==> src/rtl/rv_mem_pkg.sv <==
// Shared RV32I memory-access constants: funct3 encodings, NOP and the
// LOAD/STORE opcodes used by both the control unit and the datapath.
package rv_mem_pkg;

  localparam logic [2:0] F3_LB  = 3'b000;
  localparam logic [2:0] F3_LH  = 3'b001;
  localparam logic [2:0] F3_LW  = 3'b010;
  localparam logic [2:0] F3_LBU = 3'b100;
  localparam logic [2:0] F3_LHU = 3'b101;
  localparam logic [2:0] F3_SB  = 3'b000;
  localparam logic [2:0] F3_SH  = 3'b001;
  localparam logic [2:0] F3_SW  = 3'b010;

  localparam logic [31:0] NOP_INSTR = 32'h0000_0013;

  localparam logic [6:0] OPC_LOAD  = 7'b0000011;
  localparam logic [6:0] OPC_STORE = 7'b0100011;

  function automatic logic f3_is_load(input logic [2:0] f3);
    return (f3 == F3_LB) || (f3 == F3_LH) || (f3 == F3_LW) ||
           (f3 == F3_LBU) || (f3 == F3_LHU);
  endfunction

endpackage

==> src/rtl/mem_fetch_unit_load_align.sv <==
// Load-data formatter: picks the addressed byte/half out of the MDR and
// sign- or zero-extends it according to funct3.
module load_align
  import rv_mem_pkg::*;
(
  input  logic [31:0] mdr,
  input  logic [1:0]  alo,
  input  logic [2:0]  f3,
  output logic [31:0] load_data
);

  logic [31:0] mdr_shift;
  logic [7:0]  byte_sel;
  logic [15:0] half_sel;

  always_comb begin
    mdr_shift = mdr >> {alo, 3'b000};
    byte_sel  = mdr_shift[7:0];
    half_sel  = alo[1] ? mdr[31:16] : mdr[15:0];
    case (f3)
      F3_LB:   load_data = {{24{byte_sel[7]}}, byte_sel};
      F3_LBU:  load_data = {24'h0, byte_sel};
      F3_LH:   load_data = {{16{half_sel[15]}}, half_sel};
      F3_LHU:  load_data = {16'h0, half_sel};
      default: load_data = mdr;
    endcase
  end

endmodule

==> src/rtl/mem_fetch_unit.sv <==
// Multi-cycle RV32I datapath front end: PC/OldPC/IR/MDR registers, unified
// memory port with lane-formatted stores and misaligned-access trapping.
module mem_fetch_unit
  import rv_mem_pkg::*;
#(
  parameter logic [31:0] RESET_PC = 32'h0000_0000
) (
  input  logic        clk,
  input  logic        reset,
  input  logic        pc_write,
  input  logic        ir_write,
  input  logic        adr_src,
  input  logic        mem_write,
  input  logic [31:0] result,
  input  logic [31:0] store_data,
  input  logic [31:0] mem_rdata,
  output logic [31:0] mem_addr,
  output logic [31:0] mem_wdata,
  output logic [3:0]  mem_be,
  output logic        mem_we,
  output logic [31:0] pc,
  output logic [31:0] old_pc,
  output logic [31:0] instr,
  output logic [31:0] load_data,
  output logic        misaligned,
  output logic [31:0] fault_addr,
  output logic [31:0] instr_count
);

  logic [31:0] pc_q, pc_d;
  logic [31:0] old_pc_q, old_pc_d;
  logic [31:0] instr_q, instr_d;
  logic [31:0] mdr_q;
  logic [1:0]  alo_q;
  logic        misaligned_q, misaligned_d;
  logic [31:0] fault_addr_q, fault_addr_d;
  logic [31:0] instr_count_q, instr_count_d;

  logic [31:0] eff;
  logic [2:0]  f3;
  logic        is_half, is_word, check_en, mis_now;
  logic [3:0]  be_raw;

  assign eff = adr_src ? result : pc_q;
  assign f3  = instr_q[14:12];

  always_comb begin
    is_half  = (f3[1:0] == 2'b01);
    is_word  = (f3[1:0] == 2'b10);
    check_en = adr_src & (mem_write | f3_is_load(f3));
    mis_now  = check_en & ((is_half & eff[0]) | (is_word & (eff[1:0] != 2'b00)));
    case (f3)
      F3_SB:   be_raw = 4'b0001 << eff[1:0];
      F3_SH:   be_raw = 4'b0011 << eff[1:0];
      F3_SW:   be_raw = 4'b1111;
      default: be_raw = 4'b0000;
    endcase
  end

  // Reset gates the strobe directly so an in-flight store dies in the same cycle.
  assign mem_we    = mem_write & ~mis_now & ~reset;
  assign mem_be    = mem_we ? be_raw : 4'b0000;
  assign mem_addr  = {eff[31:2], 2'b00};
  assign mem_wdata = store_data << {eff[1:0], 3'b000};

  always_comb begin
    pc_d          = pc_write ? {result[31:1], 1'b0} : pc_q;
    old_pc_d      = ir_write ? pc_q : old_pc_q;
    instr_d       = ir_write ? mem_rdata : instr_q;
    instr_count_d = ir_write ? instr_count_q + 32'd1 : instr_count_q;
    misaligned_d  = misaligned_q | mis_now;
    fault_addr_d  = (mis_now & ~misaligned_q) ? eff : fault_addr_q;
  end

  always_ff @(posedge clk or posedge reset) begin
    if (reset) begin
      pc_q          <= RESET_PC;
      old_pc_q      <= RESET_PC;
      instr_q       <= NOP_INSTR;
      mdr_q         <= 32'h0;
      alo_q         <= 2'b00;
      misaligned_q  <= 1'b0;
      fault_addr_q  <= 32'h0;
      instr_count_q <= 32'h0;
    end else begin
      pc_q          <= pc_d;
      old_pc_q      <= old_pc_d;
      instr_q       <= instr_d;
      mdr_q         <= mem_rdata;
      alo_q         <= eff[1:0];
      misaligned_q  <= misaligned_d;
      fault_addr_q  <= fault_addr_d;
      instr_count_q <= instr_count_d;
    end
  end

  load_align u_load_align (
    .mdr       (mdr_q),
    .alo       (alo_q),
    .f3        (f3),
    .load_data (load_data)
  );

  assign pc          = pc_q;
  assign old_pc      = old_pc_q;
  assign instr       = instr_q;
  assign misaligned  = misaligned_q;
  assign fault_addr  = fault_addr_q;
  assign instr_count = instr_count_q;

endmodule

==> config.mk <==
export PLATFORM = sky130hd
export DESIGN_NAME = mem_fetch_unit
export DESIGN_NICKNAME = d
export VERILOG_FILES = /design/src/rtl/rv_mem_pkg.sv /design/src/rtl/mem_fetch_unit_load_align.sv /design/src/rtl/mem_fetch_unit.sv
export SDC_FILE = /design/constraint.sdc
export NUM_CORES = 1
export LEC_CHECK = 0
export ABC_CLOCK_PERIOD_IN_PS = 16300
export BUFFER_PORTS_ARGS = -buffer_cell sky130_fd_sc_hd__buf_2
export CORE_MARGIN = 2
export CORE_UTILIZATION = 25
export CTS_CLUSTER_DIAMETER = 120
export CTS_CLUSTER_SIZE = 12
export DETAILED_ROUTE_END_ITERATION = 10
export PLACE_DENSITY = 0.44
export SYNTH_ARGS = -nofsm -noshare
export SYNTH_HDL_FRONTEND = slang
export SYNTH_HIERARCHICAL = 1
export SYNTH_SLANG_ARGS = --single-unit
==> constraint.sdc <==
create_clock -name clk -period 16.3 [get_ports clk]
set_input_delay 1.63 -clock clk [delete_from_list [all_inputs] [get_ports clk]]
set_output_delay 1.63 -clock clk [all_outputs]
set_load 0.1 [all_outputs]
Yosys cells after proc, flatten, opt, wreduce, memory -nomap -nowiden
Cells that the tools add are included.

word-level totals
  input bits = 102
  output and inout bits = 262
  word-level logic and storage cells = 43
  register bits = 193

operators by class
  reductions and logical operators = 6
  bitwise gates (word level) = 13
  add/sub/neg operators = 1
  shifts and indexed selects = 4
  muxes and demuxes = 5
  eq/ne operators = 6

operators with widths
  kind                     count
  $pmux W32 S4             1
  $add A32 B1 Y32 const B  1
  $mux W32                 1
  $shl A32 B5 Y32          1
  $shr A32 B5 Y8           1
  $mux W16                 1
  $pmux W4 S3              1
  $and A1 B1 Y1            7
  $eq A3 B3 Y1 const B     2
  $logic_or A1 B1 Y1       4
  $mux W4                  1
  $shl A1 B2 Y4 const A    1
  $shl A2 B2 Y4 const A    1
  $eq A3 B1 Y1 const B     1
  $eq A3 B2 Y1 const B     1
  $logic_not A3 Y1         1
  $not A1 Y1               3
  $or A1 B1 Y1             3
  $eq A2 B1 Y1 const B     1
  $eq A2 B2 Y1 const B     1
  $reduce_bool A2 Y1       1

Depth between registers and ports, before layout
  word-level depth = 12
  gate-level depth with buffers = 7
  depth with buffers taken out = 5

By module
Netlist, hierarchy kept.

by module, submodules not included
  module          times used  sequential area each (um2)  area an instance (um2)  cells each
  mem_fetch_unit  1           4833.4                      8231.6                  618
  load_align      1           0.0                         628.1                   109

Worst setup path before layout
Ideal clock, no wire load.

  path type = input to output
  from = input port reset
  to = output port mem_be[1]
  stages on the path = 4
  required time = 14670 ps
  arrival time = 8634 ps
  setup slack = 6036 ps
  buffers on the path = 0
  path through = inv_1 nand2_1 a211o_1 a211oi_1

on the way
  longest elaborated chain between the ends = 3

RTL lines
  item             RTL line              RTL
  start, declared  mem_fetch_unit.sv:9   input logic reset,
  $not A1 Y1       mem_fetch_unit.sv:61  assign mem_we = mem_write & ~mis_now & ~reset;
  $and A1 B1 Y1    mem_fetch_unit.sv:61
  $mux W4          mem_fetch_unit.sv:62  assign mem_be = mem_we ? be_raw : 4'b0000;
  end, declared    mem_fetch_unit.sv:19  output logic [3:0] mem_be,

Every way passes these cells.

Worst setup path in the final report
  from = input port adr_src
  to = output port mem_wdata[19]

on the way
  longest elaborated chain between the ends = 2

RTL lines
  item             RTL line              RTL
  start, declared  mem_fetch_unit.sv:12  input logic adr_src,
  $mux W32         mem_fetch_unit.sv:44  assign eff = adr_src ? result : pc_q;
  $shl A32 B5 Y32  mem_fetch_unit.sv:64  assign mem_wdata = store_data << {eff[1:0], 3'b000};
  end, declared    mem_fetch_unit.sv:18  output logic [31:0] mem_wdata,

Every way passes these cells.

==> insert_results.sql <==
INSERT INTO impl_metrics (metric_group, metric, value, unit) VALUES
('synthesis', 'synth_compound_gate_area_share', '4.46', '%'),
('floorplanning', 'die_area', '37000', 'sq um'),
('sta', 'actual_slew_at_the_worst_max_slew_pin', '1140', 'ps'),
('cells_and_area', 'antenna_cells', '0', ''),
('clock_tree', 'cts_max_path_buffers', '2', ''),
('cells_and_area', 'layout.filler_cells', '3646', ''),
('drt', 'drc_errors', '0', ''),
('critical_path', 'critical_path.slowest_cell', 'clkinv_1', ''),
('sta', 'unrepaired_setup_endpoints_after_global_routing', 'no', ''),
('sta', 'setup-tns-final', '0', 'ps'),
('global_route', 'number_of_antenna_violations_at_the_first_check_in_global_routing', '0', ''),
('sta', 'report.final.slew_viol_count', '0', ''),
('drt', 'vias_per_cell', '4.47', ''),
('cells_and_area', 'final_core_util', '33.0', '%'),
('drt', 'routed_len_inst', '17.8', 'microns'),
('global_route', 'grt_remaining_overflow', '0', ''),
('synthesis', 'synth-xor-area-share', '3.06', '%'),
('sta', 'portion_of_the_clock_cycle_consumed_by_the_worst_path_in_the_final_layout', '37.9', '%'),
('cells_and_area', 'final_net_count', '1147', ''),
('synthesis', 'synthTopCellsByCount', 'dfrtp_1 (190), mux2_2 (162), nand2_1 (97)', ''),
('synthesis', 'synthAdderAreaFrac', '0.141', '%'),
('cells_and_area', 'area_occupied_by_multi_input_gates', '3600', 'sq um'),
('worst_hold_path', 'holdCritPathClass', 'reg -> reg', ''),
('clock_tree', 'cts.sink_count', '193', ''),
('critical_path', 'critical_path_required', '14670', 'ps'),
('clock_tree', 'tritoncts', 'done', ''),
('critical_path', 'data_arrival_time_at_the_worst_slack_endpoint', '4550', 'ps'),
('drt', 'totalWireLength', '26900', 'microns'),
('critical_path', 'worstRegToRegCells', '5', ''),
('sta', 'setup-violations-final', '0', ''),
('critical_path', 'worst_path_largest_cell_delay', '690', 'ps'),
('drt', 'antenna_left', '0', ''),
('status', 'outcome', 'completed', ''),
('clock_tree', 'cts_buffers', '17', ''),
('synthesis', 'post_synth_simple_gate_area', '10.5', '%'),
('placed_design', 'detailedPlacementHpwl', '19500', 'microns'),
('worst_hold_path', 'holdCritStartpoint', 'instr_count[31]', ''),
('synthesis', 'synth_largest_area_cell', 'dfrtp_1', ''),
('critical_path', 'cp_max_fo', '37', ''),
('synthesis', 'netlist_top_cells_area', 'dfrtp_1 (54%), mux2_2 (21%), nand2_1 (4.1%)', ''),
('cells_and_area', 'ff_latch_area', '4830', 'sq um'),
('clock_tree', 'clock_tree.htree_level_count', '4', ''),
('floorplanning', 'floorplan.io_pins', '364', ''),
('drt', 'initialDrtViolationCount', '298', ''),
('synthesis', 'synth_seq_cells', '193', ''),
('global_route', 'grt_pass1_wl', '41200', 'microns'),
('synthesis', 'seq_area_frac_synth', '54.6', '%'),
('cells_and_area', 'area.growth.synth_to_final', '29.5', '%'),
('run', 'maxCapViolCount', '0', ''),
('synthesis', 'netlist_instances', '727', ''),
('clock_tree', 'post_cts_repair_timing_setup_buffer_count', '0', ''),
('worst_hold_path', 'whs_endpoint', 'instr_count[31]', ''),
('critical_path', 'regToRegStartpoint', 'instr[13]', ''),
('synthesis', 'count_of_yosys_warnings_during_synthesis', '6', ''),
('critical_path', 'critical_path.endpoint_type', 'primary output', ''),
('clock_tree', 'cts-hold-fix-buffers', '0', ''),
('critical_path', 'regToRegEndpoint', 'fault_addr[11]', ''),
('global_route', 'groute.usage.overall', '14.7', '%'),
('global_route', 'number_of_global_route_vias_before_repair', '6843', ''),
('floorplanning', 'start_util', '25.5', '%'),
('sta', 'skew', '10.1', 'ps'),
('sta', 'timing.slew.headroom', '23.1', '%'),
('clock_tree', 'cts.clk_slew.worst_paths', '80', 'ps'),
('floorplanning', 'std_cell_rows', '68', ''),
('sta', 'highest_achievable_clock_rate', '162', 'MHz'),
('placed_design', 'gp_routability_congestion', '0.887', ''),
('placed_design', 'placement.io_buffers', '359', ''),
('synthesis', 'synth.top_cell.area_share', '53.7', '%'),
('power', 'max-vdd-ir-drop', '0.134', 'mV'),
('cells_and_area', 'layout_cells_sized_above_1', '54.9', '%'),
('critical_path', 'worst_setup_slack_for_register_to_register_paths', '14080', 'ps');
sequential cells by signal (all words and copies together), names as in the netlist:
register     cells
alo_q            2
fault_addr      32
instr           32
instr_count     32
mdr_q           32
misaligned       1
old_pc          31
pc              31
cell families after synthesis:
logic type / Yosys count
AO/OA/AOI/OAI: 65
XOR/XNOR: 31
adder cells (fa/ha/maj): 1
buffers and inverters: 78
flip-flops: 193
multiplexers: 176
other: 1
AND/OR/NAND/NOR: 182
layout by cell type, fill, tap and decap left out, types with 13 or more instances in the layout:
cell,count
nor2_1,13
buf_2,358
and3_1,20
mux2_2,162
nand2_1,97
mux2i_1,13
clkbuf_16,17
o21ai_0,18
dfrtp_1,189
xnor2_1,25
a21oi_1,25
power breakdown:
| part | internal [uW] | total (uW) | switching (uW) |
|---|---|---|---|
| logic | 157 | 1030 | 878 |
| clock network | 207 | 427 | 220 |
| registers | 555 | 607 | 52.0 |
final cells by class:
type / instances / share of cell area (%)
flip-flops and latches: 193 / 42.1
multi-input cells: 459 / 31.4
repair buffers: 366 / 16.1
well taps: 455 / 4.96
clock buffers: 17 / 3.71
clock inverters: 15 / 1.39
inverters: 7 / 0.294
per-stage QoR:
stage,setup WS (ps),power [uW],area [sq um],hold WS [ps],cells
after floorplan,6040,1490,8870,852,730
after detailed placement,10100,1660,10900,463,1480
final,10120,2070,11500,463,1512
after global routing,9830,2150,11500,482,1512
after CTS,10110,2090,11500,474,1512
after global placement,10140,1650,10900,458,1480
worst max path at each step:
stage	from	slack, ps	to	cells after the start
after floorplan	reset	6040	mem_be[1]	4
after global placement	adr_src	10140	mem_wdata[19]	7
after detailed placement	adr_src	10100	mem_wdata[19]	7
after CTS	adr_src	10110	mem_wdata[19]	7
after global routing	adr_src	9830	mem_be[0]	7
final	adr_src	10120	mem_wdata[19]	7
critical path: cells and delay by family:
| family | cells | cell delay, ps |
|---|---|---|
| AO/OA/AOI/OAI | 1 | 200 |
| buffers and inverters | 4 | 2080 |
| multiplexers | 2 | 610 |
layer usage:
metal	vias up	track usage (%)	share of wire [%]
li1	3145	-	-
met3	19	4.46	6.7
met5	-	0	0
met2	215	24.0	49
met1	3373	18.7	43
met4	0	4.05	1.3
Power figures use the tool's default switching activity.
